`src/rtl/dom_sub_nibbles.sv`:
```
// rtl/dom_sub_nibbles.sv - serial two-share DOM SubNibbles layer with one shared S-box
//
// domSBoxNoR: unregistered two-share DOM S-box for the small-scale AES 4-bit S-box
// (inversion in GF(2^4) mod x^4+x+1, then affine map with constant 6).
//   i_a, i_b       share a / share b of the input nibble
//   i_r_bits[11:0] fresh randomness: [3:0] refresh of x^2, [7:4] and [11:8] DOM cross terms
//   o_aq, o_bq     share a / share b of S(i_a ^ i_b)
//
// dom_sub_nibbles: pushes one nibble per cycle of a masked state through domSBoxNoR.
//   clk, rst_n          clock, synchronous active-low reset
//   in_valid/in_ready   input state handshake, in_a/in_b are the two input shares
//   rnd/rnd_valid/rnd_ack  12-bit randomness per nibble, consumed when rnd_ack=1
//   out_valid/out_ready output state handshake, out_a/out_b are the two output shares
// Optional feature macro: DOM_SUBNIB_ZEROIZE_EN clears all share registers on the
// output handshake.

module domSBoxNoR (
  input  logic [3:0]  i_a,
  input  logic [3:0]  i_b,
  input  logic [11:0] i_r_bits,
  output logic [3:0]  o_aq,
  output logic [3:0]  o_bq
);

  // Squaring is linear in GF(2^4), so it is applied to each share independently.
  function automatic logic [3:0] gf_sq(input logic [3:0] x);
    return {x[3], x[1] ^ x[3], x[2], x[0] ^ x[2]};
  endfunction

  function automatic logic [3:0] gf_mul(input logic [3:0] x, input logic [3:0] y);
    logic [3:0] acc;
    logic [3:0] sh;
    acc = 4'h0;
    sh  = x;
    for (int i = 0; i < 4; i++) begin
      if (y[i]) acc = acc ^ sh;
      sh = {sh[2:0], 1'b0} ^ (sh[3] ? 4'h3 : 4'h0);
    end
    return acc;
  endfunction

  // Linear part of the affine output map; the constant is added on share a only.
  function automatic logic [3:0] lin(input logic [3:0] y);
    return {y[0] ^ y[1] ^ y[3], y[0] ^ y[2] ^ y[3], y[1] ^ y[2] ^ y[3], y[0] ^ y[1] ^ y[2]};
  endfunction

  logic [3:0] w_a2, w_b2, w_a3, w_b3, w_a12, w_b12, w_a14, w_b14;

  // x^-1 = x^14 = (x * x^2)^4 * x^2; each product is a DOM multiplier whose
  // cross-domain terms are blinded with their own 4 random bits.
  assign w_a2  = gf_sq(i_a) ^ i_r_bits[3:0];
  assign w_b2  = gf_sq(i_b) ^ i_r_bits[3:0];
  assign w_a3  = gf_mul(i_a, w_a2) ^ (gf_mul(i_a, w_b2) ^ i_r_bits[7:4]);
  assign w_b3  = gf_mul(i_b, w_b2) ^ (gf_mul(i_b, w_a2) ^ i_r_bits[7:4]);
  assign w_a12 = gf_sq(gf_sq(w_a3));
  assign w_b12 = gf_sq(gf_sq(w_b3));
  assign w_a14 = gf_mul(w_a12, w_a2) ^ (gf_mul(w_a12, w_b2) ^ i_r_bits[11:8]);
  assign w_b14 = gf_mul(w_b12, w_b2) ^ (gf_mul(w_b12, w_a2) ^ i_r_bits[11:8]);
  assign o_aq  = lin(w_a14) ^ 4'h6;
  assign o_bq  = lin(w_b14);

endmodule

module dom_sub_nibbles #(
  parameter int NIBBLES = 4
) (
  input  logic                   clk,
  input  logic                   rst_n,
  input  logic                   in_valid,
  output logic                   in_ready,
  input  logic [4*NIBBLES-1:0]   in_a,
  input  logic [4*NIBBLES-1:0]   in_b,
  input  logic [11:0]            rnd,
  input  logic                   rnd_valid,
  output logic                   rnd_ack,
  output logic                   out_valid,
  input  logic                   out_ready,
  output logic [4*NIBBLES-1:0]   out_a,
  output logic [4*NIBBLES-1:0]   out_b
);

  localparam int W    = 4 * NIBBLES;
  localparam int IDXW = (NIBBLES > 1) ? $clog2(NIBBLES) : 1;

  typedef enum logic [1:0] {S_IDLE, S_RUN, S_DONE} state_t;

  state_t            r_state, w_state_nxt;
  logic [IDXW-1:0]   r_idx;
  logic [W-1:0]      r_in_a, r_in_b, r_out_a, r_out_b;
  logic [3:0]        w_nib_a, w_nib_b, w_aq, w_bq;
  logic              w_accept, w_write;

  // Current nibble of each share, selected independently so shares never meet.
  always_comb begin
    w_nib_a = 4'h0;
    w_nib_b = 4'h0;
    for (int i = 0; i < NIBBLES; i++) begin
      if (r_idx == i[IDXW-1:0]) begin
        w_nib_a = r_in_a[i*4 +: 4];
        w_nib_b = r_in_b[i*4 +: 4];
      end
    end
  end

  domSBoxNoR u_sbox (
    .i_a      (w_nib_a),
    .i_b      (w_nib_b),
    .i_r_bits (rnd),
    .o_aq     (w_aq),
    .o_bq     (w_bq)
  );

  // rnd_ack depends on control state and rnd_valid only, never on share data.
  always_comb begin
    w_state_nxt = r_state;
    in_ready    = 1'b0;
    out_valid   = 1'b0;
    rnd_ack     = 1'b0;
    w_accept    = 1'b0;
    w_write     = 1'b0;
    case (r_state)
      S_IDLE: begin
        in_ready = 1'b1;
        if (in_valid) begin
          w_accept    = 1'b1;
          w_state_nxt = S_RUN;
        end
      end
      S_RUN: begin
        if (rnd_valid) begin
          rnd_ack = 1'b1;
          w_write = 1'b1;
          if (r_idx == IDXW'(NIBBLES - 1)) w_state_nxt = S_DONE;
        end
      end
      S_DONE: begin
        out_valid = 1'b1;
        if (out_ready) w_state_nxt = S_IDLE;
      end
      default: w_state_nxt = S_IDLE;
    endcase
  end

  always_ff @(posedge clk) begin
    if (!rst_n) begin
      r_state <= S_IDLE;
      r_idx   <= '0;
      r_in_a  <= '0;
      r_in_b  <= '0;
      r_out_a <= '0;
      r_out_b <= '0;
    end else begin
      r_state <= w_state_nxt;
      if (w_accept) begin
        r_in_a <= in_a;
        r_in_b <= in_b;
        r_idx  <= '0;
      end
      if (w_write) begin
        for (int i = 0; i < NIBBLES; i++) begin
          if (r_idx == i[IDXW-1:0]) begin
            r_out_a[i*4 +: 4] <= w_aq;
            r_out_b[i*4 +: 4] <= w_bq;
          end
        end
        r_idx <= r_idx + IDXW'(1);
      end
`ifdef DOM_SUBNIB_ZEROIZE_EN
      // Wipe every share register as the result is handed over.
      if (r_state == S_DONE && out_ready) begin
        r_in_a  <= '0;
        r_in_b  <= '0;
        r_out_a <= '0;
        r_out_b <= '0;
      end
`endif
    end
  end

  assign out_a = r_out_a;
  assign out_b = r_out_b;

endmodule

```
`config.mk`:
```
export PLATFORM = sky130hd
export DESIGN_NAME = dom_sub_nibbles
export DESIGN_NICKNAME = d
export VERILOG_FILES = /design/src/rtl/dom_sub_nibbles.sv
export SDC_FILE = /design/constraint.sdc
export NUM_CORES = 1
export LEC_CHECK = 0
export CORE_MARGIN = 5
export CORE_UTILIZATION = 55
export CTS_CLUSTER_SIZE = 40
export DETAILED_ROUTE_END_ITERATION = 8
export GPL_TIMING_DRIVEN = 0
export PLACE_DENSITY = 0.83
export SYNTH_ARGS = -nofsm -noshare
export SYNTH_HDL_FRONTEND = slang
export SYNTH_SLANG_ARGS = --single-unit
```
`constraint.sdc`:
```
create_clock -name clk -period 5.2 [get_ports clk]
set_clock_uncertainty 0.1 [all_clocks]
set_input_delay 0.52 -clock clk [delete_from_list [all_inputs] [get_ports clk]]
set_output_delay 0.52 -clock clk [all_outputs]
set_load 0.02 [all_outputs]
```
# Word-level counts from Yosys, hierarchy flattened
# Index checks and enable logic that the tools add are counted.
[word_totals]
regBits = 68
inputBits = 49
out_inout_bits = 35
[op_classes]
n_addsub = 1
n_eq_ne = 9
n_mux = 65
bitwise = 73
n_reduce_logical = 8
[op_table]
columns = ["cell", "count"]
rows = [
  ["$xor 4x4->4", 46],
  ["$mux 4", 40],
  ["$mux 2", 18],
  ["$xor 1x1->1", 26],
  ["$ne 2x2->1 const B", 4],
  ["$reduce_and 2->1", 4],
  ["$eq 2x2->1 const B", 3],
  ["$mux 1", 6],
  ["$pmux 2 s3", 1],
  ["$eq 2x1->1 const B", 2],
  ["$logic_not 2->1", 2],
  ["$reduce_and 4->1", 1],
  ["$add 2x1->2 const B", 1],
  ["$not 2->2", 1],
  ["$reduce_bool 2->1", 1],
]

# Depth between registers and ports, before layout
# Gate-level depths: netlist of run 1.
[depth]
word_depth = 30
mapped_depth = 22
ltp_nobuf = 18

# By module
# From an unflattened synthesis of run 1, not the netlist that was laid out.
[unflattened]
hier_cells = 663
area_unflattened_um2 = 5446.5
[by_module_without_submodules]
columns = ["module", "n_inst", "cells_per_inst", "area_per_inst_um2", "seq_area_each_um2"]
rows = [
  ["dom_sub_nibbles", 1, 339, 2790.2, 1361.3],
  ["domSBoxNoR", 1, 324, 2656.3, 0.0],
]

# Least setup slack after synthesis of run 1
# Ideal clock, no wire load.
[synth_timing]
kind = "register to register"
start = "register r_idx[0]"
end = "register r_out_b[4], in the netlist out_b[4]"
setup_ns = 0.065
t_arrival_ns = 4.682
required_time_ns = 5.035
setup_slack_ns = 0.354
path_stages_with_launch = 22
path_buffers = 4
period_less_slack_ns = 4.846
path_cell_list = "dfxtp_1 inv_1 ha_1 nor2_2 buf_2 a311o_1 clkbuf_1 a32oi_2 buf_4 xnor2_1 mux2_2 nor2_2 xor2_2 buf_2 mux2i_1 o22ai_1 xor2_1 xnor3_1 xor2_1 xor2_1 nor2_1 nor2_1"
[synth_between]
elab_chain_len = 29
[synth_lines]
columns = ["item", "line", "rtl"]
rows = [
  ["from (decl)", "88", "logic [IDXW-1:0] r_idx;"],
  ["from (signal assigned)", "166", "r_idx <= r_idx + IDXW'(1);"],
  ["$logic_not 2->1", "98", "if (r_idx == i[IDXW-1:0]) begin"],
  ["$mux 4 (4 in series)", "98", ""],
  ["$xor 1x1->1", "27", "return {x[3], x[1] ^ x[3], x[2], x[0] ^ x[2]};"],
  ["$xor 4x4->4", "51", "assign w_a2 = gf_sq(i_a) ^ i_r_bits[3:0];"],
  ["$mux 4", "36", "if (y[i]) acc = acc ^ sh;"],
  ["$xor 4x4->4", "36", ""],
  ["$mux 4", "36", ""],
  ["$xor 4x4->4", "36", ""],
  ["[8 not listed]", "n/a", ""],
  ["$xor 4x4->4", "36", ""],
  ["$mux 4", "36", ""],
  ["$xor 4x4->4", "36", ""],
  ["$mux 4", "36", ""],
  ["$xor 4x4->4", "36", ""],
  ["$mux 4", "36", ""],
  ["$xor 4x4->4 (2 in series)", "58", "assign w_b14 = gf_mul(w_b12, w_b2) ^ (gf_mul(w_b12, w_a2) ^ i_r_bits[11:8]);"],
  ["$xor 1x1->1 (2 in series)", "44", "return {y[0] ^ y[1] ^ y[3], y[0] ^ y[2] ^ y[3], y[1] ^ y[2] ^ y[3], y[0] ^ y[1] ^ y[2]};"],
  ["to (signal, indexed assignment)", "163", "r_out_b[i*4 +: 4] <= w_bq;"],
  ["to (decl)", "89", "logic [W-1:0] r_in_a, r_in_b, r_out_a, r_out_b;"],
]
# Parallel ways exist; a longest one is shown, timed or not.
# A chain may end at the register's enable or synchronous reset.

# Worst setup path after layout of run 1
[layout_timing]
start = "register r_idx[0]"
end = "register r_out_b[10], in the netlist out_b[10]"
[layout_between]
elab_chain_len = 29
[layout_lines]
columns = ["item", "line"]
rows = [
  ["$logic_not 2->1", "98"],
  ["$mux 4 (4 in series)", "98"],
  ["$xor 1x1->1", "27"],
  ["$xor 4x4->4", "51"],
  ["$mux 4", "36"],
  ["$xor 4x4->4", "36"],
  ["$mux 4", "36"],
  ["$xor 4x4->4", "36"],
  ["[8 not listed]", "n/a"],
  ["$xor 4x4->4", "36"],
  ["$mux 4", "36"],
  ["$xor 4x4->4", "36"],
  ["$mux 4", "36"],
  ["$xor 4x4->4", "36"],
  ["$mux 4", "36"],
  ["$xor 4x4->4 (2 in series)", "58"],
  ["$xor 1x1->1 (2 in series)", "44"],
]
# Parallel ways exist; a longest one is shown, timed or not.

==> metrics.md, run 1 <==
| Metric | Value |
|---|---|
| Hpwl dp | `12100 um` |
| Final Cycle Share | `1.01` |
| EDFF count, synth | `0` |
| Largest net degree at the start of global routing | `11` |
| Syn Area/Cell | `8.08 sq um` |
| Number of global-route vias before repair | `5563` |
| First-pass GRT wire length | `27000 um` |
| Routed len/inst | `19.3 um` |
| IO Count | `84` |
| Setup CP Type | `reg -> reg` |
| Grt ovf | `0` |
| GR peak layer | `met2` |
| Non-filler cells, final | `969` |
| Synthesized area | `5570 sq um` |
| Fillers | `644` |
| Slew @ Worst Pin | `0.954 ns` |
| Final net count | `886` |
| Layout cell share with drive strength beyond 1 | `0.226` |
| Port Buf Inserts | `78` |
| Placed insts | `900` |
| Vias/cell | `6.05` |
| Final Hold Fails | `0` |
| Post-route DRC | `0` |
| Die Span Y | `111 um` |
| TritonCTS Buffers | `9` |
| Die W | `111 um` |
| Worst rel slew slack | `0.364` |
| Fin. max-slew vios | `0` |
| Pwr Total | `4.85 mW` |
| H-tree depth | `3` |
| CTS tree | `yes` |
| CTS max path bufs | `2` |
| Worst EP required | `5.38 ns` |
| Die area | `12200 sq um` |
| CP Launch Type | `flip-flop` |
| Status | `finished with violations` |
| CORE AREA | `9820 sq um` |
| DRT iter0 DRCs | `495` |
| Root Driver | `clkbuf_8` |
| GPL Wtd Cong | `0.939` |
| Failing checks | `setup timing` |
| Final worst slack | `-0.0769 ns` |
| Initial antenna violation count | `0` |
| CP Max Fanout | `10` |
| Netlist cell types | `68` |
| VDD IR max | `0.000440 V` |
| Routing usage on met3 | `0.0443` |
| Post-Synthesis Cells | `689` |
| Setup violations, final | `12` |
| Post-Syn Nets | `742` |
| Crit path DAT | `5.45 ns` |
| Power Dens Cells | `618 nW/um^2` |
| Clk_lat worst skew | `0.34 ns` |
| Worst hold path type | `reg -> reg` |
| M2 GR Usage | `0.450` |
| Max Clk Rate | `190 MHz` |
| Area of the multi-input gates | `4640 sq um` |
| Drt total wl | `18700 um` |
| Met1 GRT Util | `0.327` |
| Clock Pin Slew Worst Setup and Hold Paths | `0.07 ns` |
| Initial Utilization | `0.567` |
| CP Capture Type | `flip-flop` |
| Vias | `5862` |
| Ys async rst share | `0` |
| TritonRoute pass-1 iters | `6` |
| Warnings, synthesis | `0` |
| Leak pwr | `2.97 nW` |
| Hold Buf Count CTS | `0` |
| Register bit total from synthesis | `68` |
| Post-synth top flop | `dfxtp_1` |
| Antenna diodes | `0` |
| Reg area | `1370 sq um` |
| Max_cap viols | `0` |
| Unrepaired setup endpoints after global routing | `yes` |
| Clock Sinks | `68` |
| Sequential share of the synthesized area | `0.244` |
| Final period demand of the worst path | `5.28 ns` |
| Antenna viol nets, final | `0` |
| Row cnt | `36` |
| All-Layer GR Usage | `0.263` |
| Layout area overhead | `40.8%` |
| Post-Route Utilization | `0.799` |
-- power breakdown --
part	leakage [nW]	internal (mW)	total [mW]	switching, mW
Clock	0.0876	0.207	0.398	0.191
Sequential	0.556	0.561	0.588	0.0271
Combinational	2.33	1.82	3.86	2.04
Total	2.97	2.58	4.85	2.26
-- sequential cells by signal, summed over array words and instances, names as in the netlist --
signal and flops:
out_a 16, out_b 16, r_in_a 16, r_in_b 16
r_idx 2, r_state 2
-- logic make-up after synthesis --
group / Yosys count / synth area share
AOI/OAI and AO/OA: 169 / 0.220
DFF: 68 / 0.244
adders and majority gates: 5 / 0.0108
buffers and inverters: 48 / 0.0395
xor gates and xnor gates: 110 / 0.226
and+or+nand+nor: 270 / 0.224
muxes: 19 / 0.0355
-- repair_timing --
item / in CTS / in global routing
resized for setup: 49 / 81
setup endpoints to repair: 32 / 32
endpoints found under the hold margin: 0 / 0
setup buffers: 22 / 35
pin swaps: 16 / 47
-- layer usage --
layer / routed length, um / share of wire / vias to the layer above
met5: 0 / 0 / -
met4: 938 / 0.050 / 0
met3: 1490 / 0.080 / 96
met2: 9200 / 0.49 / 348
met1: 7110 / 0.38 / 2753
li1: - / - / 2665
-- final cells by class --
class                      instances  share of cell area
multi-input combinational        573               0.592
sequential                        68               0.175
timing repair buffer             135               0.157
buffer                            44              0.0324
clock buffer                      13              0.0215
tap                              133              0.0212
clock inverter                     1            0.000957
inverter                           2            0.000957
-- path summary, 6_finish.rpt --
| check | cells past startpoint | slack (ns) | endpoint | start |
|---|---|---|---|---|
| max | 20 | -0.08 | out_b[10] | r_idx[0] |
| min | 2 | 0.37 | r_in_a[0] | r_in_a[0] |
| max reg2reg | 20 | -0.08 | out_b[10] | r_idx[0] |
| min reg2reg | 2 | 0.37 | r_in_a[0] | r_in_a[0] |
-- per-stage QoR --
step / cell area (sq um) / hold slack (ns) / TNS, ns / worst slack (ns)
after floorplan: 5570 / 0.334 / 0 / 0.354
after global placement: 6520 / 0.351 / -9.57 / -0.437
after detailed placement: 6520 / 0.359 / -15.62 / -0.618
after CTS: 7140 / 0.369 / -0.186 / -0.0489
after global routing: 7840 / 0.392 / -4.39 / -0.287
final: 7840 / 0.372 / -0.546 / -0.0769
-- cell usage after synthesis, drive strengths merged (2+ instances only) --
| cell type | count | area (sq um) |
|---|---|---|
| inv | 2 | 7.51 |
| buf | 18 | 106 |
| mux2i | 13 | 130 |
| mux2 | 6 | 67.6 |
| a31oi | 4 | 25.0 |
| dfxtp | 68 | 1360 |
| and2 | 8 | 50.1 |
| o21a | 2 | 15.0 |
| nand2 | 130 | 488 |
| nand3 | 21 | 105 |
| xor2 | 17 | 164 |
| a211oi | 8 | 65.1 |
| a311oi | 7 | 150 |
| a22oi | 6 | 45.0 |
| nand3b | 9 | 92.6 |
| o22ai | 4 | 25.0 |
| a21boi | 42 | 315 |
| ha | 4 | 50.1 |
| nor3b | 9 | 67.6 |
| nor3 | 11 | 66.3 |
| xor3 | 4 | 96.3 |
| a21o | 2 | 15.0 |
| o21ai | 53 | 265 |
| o221ai | 2 | 17.5 |
| nor2b | 13 | 81.3 |
| o211ai | 3 | 22.5 |
| nor2 | 59 | 226 |
| xnor3 | 10 | 226 |
| and3 | 3 | 18.8 |
| a21oi | 20 | 100 |
| a311o | 4 | 40.0 |
| clkbuf | 28 | 106 |
| nand2b | 2 | 12.5 |
| xnor2 | 79 | 771 |
-- layout by cell type, fill, tap and decap left out, types with 5 or more instances in the layout --
cell type,instances
xnor2_1,43
xnor2_4,16
and2_1,7
dfxtp_1,66
nor3_1,10
mux2i_1,13
o21ai_1,9
nand3_1,21
nand2_1,130
nor2b_1,12
xor2_1,8
xnor2_2,20
clkbuf_8,12
mux2_2,5
a22oi_1,5
a211oi_1,6
buf_4,59
xnor3_2,6
clkdlybuf4s50_1,78
buf_6,7
clkbuf_1,20
nor3b_2,5
o21ai_0,44
buf_1,5
nand3b_1,7
xor2_2,5
a311oi_4,7
a21boi_0,37
nor2_1,56
a21oi_1,18
-- critical path, stage by stage, from the launching register on --
cell	delay (ns)
dfxtp_4	0.37
inv_1	0.10
ha_2	0.24
buf_4	0.21
nor3b_2	0.32
a211o_1	0.18
clkbuf_4	0.25
nand2_1	0.13
a32o_1	0.34
a21oi_1	0.19
xnor2_1	0.23
buf_4	0.19
xor3_2	0.33
xnor2_4	0.30
xnor2_1	0.10
o21ai_0	0.27
xnor3_2	0.58
xnor2_4	0.26
xor2_2	0.27
nand2_1	0.11
a21boi_2	0.14
Note: power is estimated with default switching activity, not from simulation.
==> run 2: changes to the inputs <==
--- a/config.mk
+++ b/config.mk
@@ -7,6 +7,7 @@
 export LEC_CHECK = 0
 export CORE_MARGIN = 5
 export CORE_UTILIZATION = 55
+export CTS_BUF_LIST = sky130_fd_sc_hd__clkbuf_4 sky130_fd_sc_hd__clkbuf_8
 export CTS_CLUSTER_SIZE = 40
 export DETAILED_ROUTE_END_ITERATION = 8
 export GPL_TIMING_DRIVEN = 0
==> metrics.md, run 2 (synthesized netlist as in run 1, its figures left out) <==
| Metric | Value |
|---|---|
| Fillers | `644 (unchanged)` |
| Clock Sinks | `68 (unchanged)` |
| Clk_lat worst skew | `0.34 ns (about the same)` |
| Reg2reg end | `out_b[10]` |
| Max_cap viols | `0 (unchanged)` |
| Vias | `5883 (+0.36%)` |
| Row cnt | `36 (unchanged)` |
| TritonCTS Buffers | `9 (unchanged)` |
| CP Capture Type | `flip-flop` |
| CP Max Fanout | `10 (unchanged)` |
| Net Switching | `2.25 mW (-0.51%)` |
| Logic pwr share | `0.796 (about the same)` |
| CTS max path bufs | `2 (unchanged)` |
| Grt ovf | `0 (unchanged)` |
| Hpwl dp | `12100 um (unchanged)` |
| CTS tree | `yes` |
| TritonRoute pass-1 iters | `5 (-1)` |
| Power Dens Cells | `617 nW/um^2 (-0.18%)` |
| Clock network power share | `0.083 (about the same)` |
| VDD IR max | `0.000435 V (-1.0%)` |
| Final period demand of the worst path | `5.30 ns (+0.0257 ns)` |
| Crit path DAT | `5.47 ns (+0.02 ns)` |
| Setup CP Type | `reg -> reg` |
| Largest net degree at the start of global routing | `11 (unchanged)` |
| Final Hold Fails | `0 (unchanged)` |
| Final Cycle Share | `1.02 (+0.00493)` |
| Drt total wl | `18800 um (+0.19%)` |
| Final net count | `886 (unchanged)` |
| CORE AREA | `9820 sq um (unchanged)` |
| Worst EP required | `5.37 ns (about the same)` |
| Die W | `111 um (unchanged)` |
| Status | `finished with violations` |
| Most common cell after layout, fill and taps aside | `nand2_1` |
| Hold Buf Count CTS | `0 (unchanged)` |
| Failing checks | `setup timing` |
| GPL Wtd Cong | `0.939 (unchanged)` |
| Initial Utilization | `0.567 (unchanged)` |
| Fin. max-slew vios | `0 (unchanged)` |
| CP max-delay cell | `xnor3_2` |
| Initial antenna violation count | `0 (unchanged)` |
| Most frequent cells in the layout | `130 x nand2_1, 78 x clkdlybuf4s50_1, 66 x dfxtp_1` |
| Placed insts | `900 (unchanged)` |
| Hold Path Depth | `2 (unchanged)` |
| Non-filler cells, final | `969 (unchanged)` |
| Unrepaired setup endpoints after global routing | `yes` |
| Setup violations, final | `15 (+3)` |
| Switching share of power | `0.465 (-0.00175)` |
| DRT iter0 DRCs | `497 (+0.40%)` |
| Hold slack | `0.372 ns (+0.000551 ns)` |
| Die Span Y | `111 um (unchanged)` |
| Worst R2R Setup Slack | `-0.10 ns (-0.03 ns)` |
| CP Launch Type | `flip-flop` |
| Root Driver | `clkbuf_8` |
| Port Buf Inserts | `78 (unchanged)` |
| Slowest stage delay, CP | `0.58 ns (about the same)` |
| Die area | `12200 sq um (unchanged)` |
| Vias/cell | `6.07 (+0.36%)` |
| Critical R2R Launch | `r_idx[0]` |
| Crit path cell chain | `inv_1 -> ha_2 -> buf_4 -> nor3b_2 -> a211o_1 -> clkbuf_4 -> nand2_1 -> a32o_1 -> a21oi_1 -> xnor2_1 -> buf_4 -> xor3_2 -> xnor2_4 -> xnor2_1 -> o21ai_0 -> xnor3_2 -> xnor2_4 -> xor2_2 -> nand2_1 -> a21boi_2` |
| Worst hold start | `r_in_a[0]` |
| Antenna diodes | `0 (unchanged)` |
| Number of global-route vias before repair | `5577 (+0.25%)` |
| Slew @ Worst Pin | `0.947 ns (-0.00675 ns)` |
| Routed len/inst | `19.4 um (+0.19%)` |
| Layout area overhead | `40.9% (about the same)` |
| Area of the multi-input gates | `4640 sq um (unchanged)` |
| Max Clk Rate | `189 MHz (-0.48%)` |
| Flop pwr share | `0.121 (about the same)` |
| All-Layer GR Usage | `0.264 (+0.000574)` |
| First-pass GRT wire length | `27100 um (+0.18%)` |
| H-tree depth | `3 (unchanged)` |
| Leak pwr | `2.97 nW (+0.12%)` |
| Cell-internal power | `2.59 mW (+0.20%)` |
| Layout cell share with drive strength beyond 1 | `0.227 (+0.00120)` |
| Pwr Total | `4.84 mW (-0.13%)` |
| Worst hold path type | `reg -> reg` |
| Clock Pin Slew Worst Setup and Hold Paths | `0.07 ns (about the same)` |
| Post-route DRC | `0 (unchanged)` |
| Worst rel slew slack | `0.369 (+0.00450)` |
| Hold Path Sink | `r_in_a[0]` |
| Reg area | `1370 sq um (unchanged)` |
| Final worst slack | `-0.103 ns (-0.0257 ns)` |
| Reg2reg path depth | `20 (unchanged)` |
| Antenna viol nets, final | `0 (unchanged)` |
| IO Count | `84 (unchanged)` |
==> run 2: cell counts in the layout (fill, tap and decap cells not counted) <==
No cell type changed its count.
==> run 2: routing by layer <==
| layer | GRT usage | wire (um) | part of all wire | vias up |
|---|---|---|---|---|
| li1 | - | - | - | 2666 |
| met1 | 0.328 | 7140 | 0.38 | 2782 |
| met2 | 0.451 | 9250 | 0.49 | 337 |
| met3 | 0.0443 | 1460 | 0.078 | 98 |
| met4 | 0.112 | 932 | 0.050 | 0 |
| met5 | 0 | 0 | 0 | - |
==> run 2: repair_timing <==
| item | 4_1_cts | 5_1_grt |
|---|---|---|
| setup buffers | 22 | 35 |
| pin swaps | 16 | 47 |
| gates resized for setup | 49 | 81 |
| endpoints found under the setup margin | 32 | 32 |
==> run 2: worst max path at each step <==
stage	startpoint	end	slack [ns]
after floorplan	r_idx[0]	out_b[4]	0.35
after global placement	r_idx[0]	out_b[0]	-0.44
after detailed placement	r_idx[0]	out_b[0]	-0.62
after CTS	r_idx[1]	out_a[3]	-0.05
after global routing	r_idx[1]	out_b[10]	-0.29
final	r_idx[0]	out_b[10]	-0.10
==> run 2: worst max-delay path: cells and delay by family (launching register included) <==
kind | cells | cell delay [ns]
AO/OA/AOI/OAI | 5 | 1.13
buffers and inverters | 4 | 0.76
XOR/XNOR | 7 | 2.07
AND/OR/NAND/NOR | 3 | 0.56
flip-flops | 1 | 0.37
adder cells (fa/ha/maj) | 1 | 0.24
==> run 2: area by class of cell <==
| class | instances | area share |
|---|---|---|
| Clock inverter | 1 | 0.000957 |
| Timing Repair Buffer | 135 | 0.157 |
| Clock buffer | 13 | 0.0220 |
| Buffer | 44 | 0.0324 |
| Multi-Input combinational cell | 573 | 0.591 |
| Sequential cell | 68 | 0.174 |
| Inverter | 2 | 0.000957 |
| Tap cell | 133 | 0.0212 |
==> run 2: power by group through the flow <==
stage,Combinational (mW),Clock [mW],Sequential (mW)
2_1_floorplan,1.86,0,0.621
3_3_place_gp,2.40,0,0.595
3_5_place_dp,2.47,0,0.597
4_1_cts,2.88,0.402,0.587
5_1_grt,4.03,0.425,0.591
6_report,3.85,0.401,0.588
==> run 2: stage by stage <==
| step | instance area, sq um | utilization | worst slack [ns] | setup TNS [ns] |
|---|---|---|---|---|
| 3_5_place_dp | 6520 | 0.664 | -0.618 | -15.62 |
| 2_1_floorplan | 5570 | - | 0.354 | 0 |
| 4_1_cts | 7150 | 0.728 | -0.0489 | -0.186 |
| 5_1_grt | 7850 | 0.799 | -0.287 | -4.39 |
| 3_3_place_gp | 6520 | 0.664 | -0.437 | -9.57 |
| 6_report | 7850 | 0.799 | -0.103 | -0.906 |
==> patch 1 (flow settings as in run 1) <==
`NIBBLES`: 4 -> 2.
--- a/src/rtl/dom_sub_nibbles.sv
+++ b/src/rtl/dom_sub_nibbles.sv
@@ -62,7 +62,7 @@
 endmodule
 
 module dom_sub_nibbles #(
-  parameter int NIBBLES = 4
+  parameter int NIBBLES = 2
 ) (
   input  logic                   clk,
   input  logic                   rst_n,
Interface: changed (resized in_a, in_b, out_a and out_b); port bits go from 84 to 52. No check against the original RTL was run, so the function may have changed too.
==> patch 1 against run 1 <==
Total power fell by 60%; sequential cell count is 33 lower; combinational power shrank 63%; area after synthesis is 28% lower; final area decreased by 40%; setup slack gained 0.51 ns; clock power shrank 51%; wire length shrank 41%; critical path type is now in2reg; highest routed layer unchanged.
==> patch 1: results (changes against run 1) <==
* Vias in the first global route at 3,838 (was 5,563)
* Leak at 1.83 nW (was 2.97 nW)
* Synth cell types at 64 (was 68)
* Pre-CTS setup slack at 0.268 ns (was -0.618 ns)
* Crit-path max FO at 7 (was 10)
* Worst-Margin Slew at 0.713 ns (was 0.954 ns)
* First-pass GRT wire length at 17,900 um (was 27,000 um)
* DP HPWL at 8400 um (was 12,100 um)
* Initial drt markers at 255 (was 495)
* Min-Delay Startpoint: out_a[7]$_SDFFE_PN0P_ (was r_in_a[0]$_SDFFE_PN0P_)
* Worst Hold Class: reg2reg (unchanged)
* Async S/R FF share, synth at 0% (unchanged)
* Largest net degree at the start of global routing at 12 (was 11)
* Sequential cell area fraction in the yosys report at 17.5% (was 24.4%)
* CP arrival at 4.90 ns (was 5.45 ns)
* Routing usage on met1 at 31.7% (was 32.7%)
* FILL cells at 636 (was 644)
* Share of layout cells above drive strength 1 at 10.1% (was 22.6%)
* M2 GR Usage at 41.6% (was 45.0%)
* # nets final at 607 (was 886)
* IO buf count at 50 (was 78)
* Ys flop type: dfxtp_1 (unchanged)
* GPL Wtd Cong at 0.962 (was 0.939)
* Syn Nets at 550 (was 742)
* Synth cell count leaders: nand2_1 (74), xnor2_1 (74), nor2_1 (52) (was nand2_1 (130), xnor2_1 (70), dfxtp_1 (68))
* Max IR drop VDD at 0.405 mV (was 0.440 mV)
* Pre-antenna DRT Iters at 5 (was 6)
* ANT cells at 0 (unchanged)
* Synth Warn # at 0 (unchanged)
* PostCTS Resize Cnt at 0 (was 49)
* CTS root buf: clkbuf_8 (unchanged)
* Initial antenna violation count at 0 (unchanged)
* Vias at 3,861 (was 5,862)
* Global routing's busiest layer: met2 (unchanged)
* Synth top area cells: dfxtp_1 (17%), xnor2_1 (16%), nand2_1 (6.9%), xor2_1 (6.8%), mux2i_1 (5.7%) (was dfxtp_1 (24%), xnor2_1 (11%), nand2_1 (8.8%), a21boi_0 (5.0%), o21ai_0 (4.6%))
* Met3 Use GR at 4.26% (was 4.43%)
* Maximum buffer depth of the clock tree at 2 (unchanged)
* Skew-Pair Late Insertion Delay at 0.29 ns (was 0.34 ns)
* Max cap viols at 0 (unchanged)
* CTS buffer count at 5 (was 9)
* Post-DR wirelength/cell at 16.3 um (was 19.3 um)
* Setup Buffers After CTS at 0 (was 22)
* Crit path from: rnd[0] (was r_idx[0]$_SDFFE_PN0P_)
* R2r startpoint: r_idx$_SDFFE_PN0P_ (was r_idx[0]$_SDFFE_PN0P_)
* GR Util All Layers at 24.6% (was 26.3%)
* Status: finished, final reports clean (was finished with violations)
* Clk pin slew, worst setup/hold paths at 0.08 ns
* H-Tree Depth at 2 (was 3)
[patch 1: per-stage QoR]
| step | hold slack [ns] | cells | util, % | area [sq um] | power [mW] |
|---|---|---|---|---|---|
| global route | 0.395 | 674 | 65.8 | 4720 | 2.04 |
| global placement | 0.349 | 666 | 64.7 | 4640 | 1.67 |
| finish | 0.365 | 674 | 65.8 | 4720 | 1.93 |
| CTS | 0.367 | 674 | 65.8 | 4720 | 1.91 |
| floorplan | 0.329 | 517 | - | 4020 | 1.44 |
| detailed placement | 0.354 | 666 | 64.7 | 4640 | 1.70 |
[patch 1: layout make-up]
class	instances	area (sq um)	area share, %
Tap cell	99	124	2.62
Buffer	37	183	3.87
Inverter	7	26.3	0.556
Clock inverter	2	12.5	0.265
Sequential cell	35	701	14.8
Multi-Input combinational cell	438	3110	65.7
Clock buffer	6	72.6	1.54
Timing Repair Buffer	50	500	10.6
[patch 1: final timing paths]
check / to / slack [ns] / cells past startpoint
worst min register to register: out_a[7]$_SDFFE_PN0P_ / 0.36 / 2
worst max register to register: out_b[3]$_SDFFE_PN0P_ / 0.62 / 16
worst max-delay path: out_b[3]$_SDFFE_PN0P_ / 0.44 / 15
worst min-delay path: out_a[7]$_SDFFE_PN0P_ / 0.36 / 2
[patch 1: logic make-up after synthesis]
kind of cell,after synthesis,synth area share (%)
and+or+nand+nor,176,18.9
xor gates and xnor gates,124,32.5
AOI/OAI and AO/OA,100,15.5
buffers and inverters,44,5.20
muxes,37,10.2
DFF,35,17.5
adders and majority gates,1,0.280
[patch 1: worst max-delay path: stages]
cell	delay (ns)
clkdlybuf4s50_1	0.51
xor2_1	0.18
o32ai_1	0.46
xor2_1	0.19
xnor3_1	0.40
xnor3_1	0.49
or3_1	0.41
a21oi_1	0.16
xnor2_1	0.16
xnor2_1	0.11
xnor2_1	0.30
xor3_2	0.52
xnor2_1	0.27
nor2_1	0.08
nor2_1	0.11
[patch 1: per-layer routing]
layer | vias up | routed length [um]
li1 | 1874 | -
met1 | 1800 | 4780
met2 | 162 | 5150
met3 | 25 | 795
met4 | 0 | 272
met5 | - | 0
[patch 1: where the power goes]
group	internal, mW	switching (mW)	total, mW
combinational	0.681	0.738	1.42
sequential	0.296	0.0165	0.312
clock	0.0936	0.102	0.196
==> patch 2 (settings of run 1) <==
Made on the original files. Make the reset (`rst_n`) asynchronous in one clocked block. Comments in the files are not updated.
--- a/src/rtl/dom_sub_nibbles.sv
+++ b/src/rtl/dom_sub_nibbles.sv
@@ -141,7 +141,7 @@
     endcase
   end
 
-  always_ff @(posedge clk) begin
+  always_ff @(posedge clk or negedge rst_n) begin
     if (!rst_n) begin
       r_state <= S_IDLE;
       r_idx   <= '0;
Formal check against the unedited RTL: not equivalent (Yosys sat finds a counterexample within 4 cycles, from zero or initial values and one cycle with rst_n low; the reset may be asserted at any time).
==> patch 2 against run 1 <==
The run still ends with setup timing left; non-clock buffer count shrank 5; area after synthesis grew 3.9%; die area grew 3.6%; final area grew 5.3%; sequential cell count is the same; wire length grew 4.5%; setup slack gained 0.046 ns; largest cell class unchanged.
Power is left out: the tool's default activity adds up to more than one toggle a clock period on the data nets, which glitch-free logic cannot reach.
==> patch 2: results (changes against run 1) <==
* Sequential cell area fraction in the yosys report at 29.4% (was 24.4%)
* TNS Setup at -0.0393 ns (was -0.546 ns)
* Signal buffers at 174 (was 179)
* Async S/R FF share, synth at 100% (was 0%)
* Synth top area cells: dfrtp_1 (29%), xnor2_1 (8.9%), mux2_2 (7.2%), xnor3_1 (6.2%), nand2_1 (5.6%) (was dfxtp_1 (24%), xnor2_1 (11%), nand2_1 (8.8%), a21boi_0 (5.0%), o21ai_0 (4.6%))
* First-pass GRT wire length at 28,000 um (was 27,000 um)
* Setup Buffers After CTS at 17 (was 22)
* Worst path top cell family by delay: compound AO/OA/AOI/OAI gates (was XOR/XNOR gates)
* Sequential cell count at 68 (unchanged)
* Top-area cell type share of the netlist area at 29.4% (was 24.4%)
* Initial drt markers at 593 (was 495)
* GR Util All Layers at 27.2% (was 26.3%)
* DP HPWL at 12,800 um (was 12,100 um)
* Vias per cell at 6.43 (was 6.05)
* Placed insts at 855 (was 900)
* Compound-Gate Fraction of Synth Area at 19.3% (was 22.0%)
* ClkCell Share at 2.53% (was 2.25%)
* Worst Hold Class: in2async (was reg2reg)
* Final setup margin at -0.0308 ns (was -0.0769 ns)
* Status: finished with violations (unchanged)
* FF/Latch Area at 1700 sq um (was 1370 sq um)
* FILL cells at 627 (was 644)
* Synth cell count leaders: nand2_1 (86), dfrtp_1 (68), xnor2_1 (59) (was nand2_1 (130), xnor2_1 (70), dfxtp_1 (68))
* #MultiIn Comb at 526 (was 573)
* PostCTS Resize Cnt at 68 (was 49)
* Largest stage delay, worst path at 0.46 ns (was 0.58 ns)
* Final WL at 19,600 um (was 18,700 um)
* GPL Wtd Cong at 0.984 (was 0.939)
* Pre-CTS setup slack at -0.808 ns (was -0.618 ns)
* Final setup fails at 3 (was 12)
* Invs w/o clock at 5 (was 2)
* Worst path slowest cell: xor3_2 (was xnor3_2)
* Post-synthesis xor/xnor area fraction at 20.6% (was 22.6%)
* Share of layout cells above drive strength 1 at 30.6% (was 22.6%)
* Synth cell types at 73 (was 68)
* Violated checks: setup timing (unchanged)
patch 2: cell count changes after synthesis, sizes merged, moves of 7 or more:
cell	delta
a21boi	-42
dfrtp	+68
dfxtp	-68
mux2	+31
nand2	-43
nand4	+8
nor2	-8
nor2b	-7
o211ai	+10
xnor2	-16
xnor3	+8
patch 2: worst paths after layout:
check                                          to  depth (start not counted)  slack [ns]
setup / recovery             out_b[4]$_DFFE_PN0P_                         20       -0.03
hold / removal             r_in_a[15]$_DFFE_PN0P_                          1        0.18
setup reg to reg             out_b[4]$_DFFE_PN0P_                         20       -0.03
hold reg to reg            r_state[0]$_DFFE_PN0P_                          1        0.37
max in group asynchronous    r_idx[0]$_DFFE_PN0P_                          1        4.23
min in group clk           r_state[0]$_DFFE_PN0P_                          1        0.37
patch 2: per-layer routing:
metal,track usage (%),vias up,wire length (um)
li1,-,2593,-
met1,33.7,2869,7510
met2,46.4,379,9500
met3,4.42,94,1670
met4,12.7,0,910
met5,0,-,0
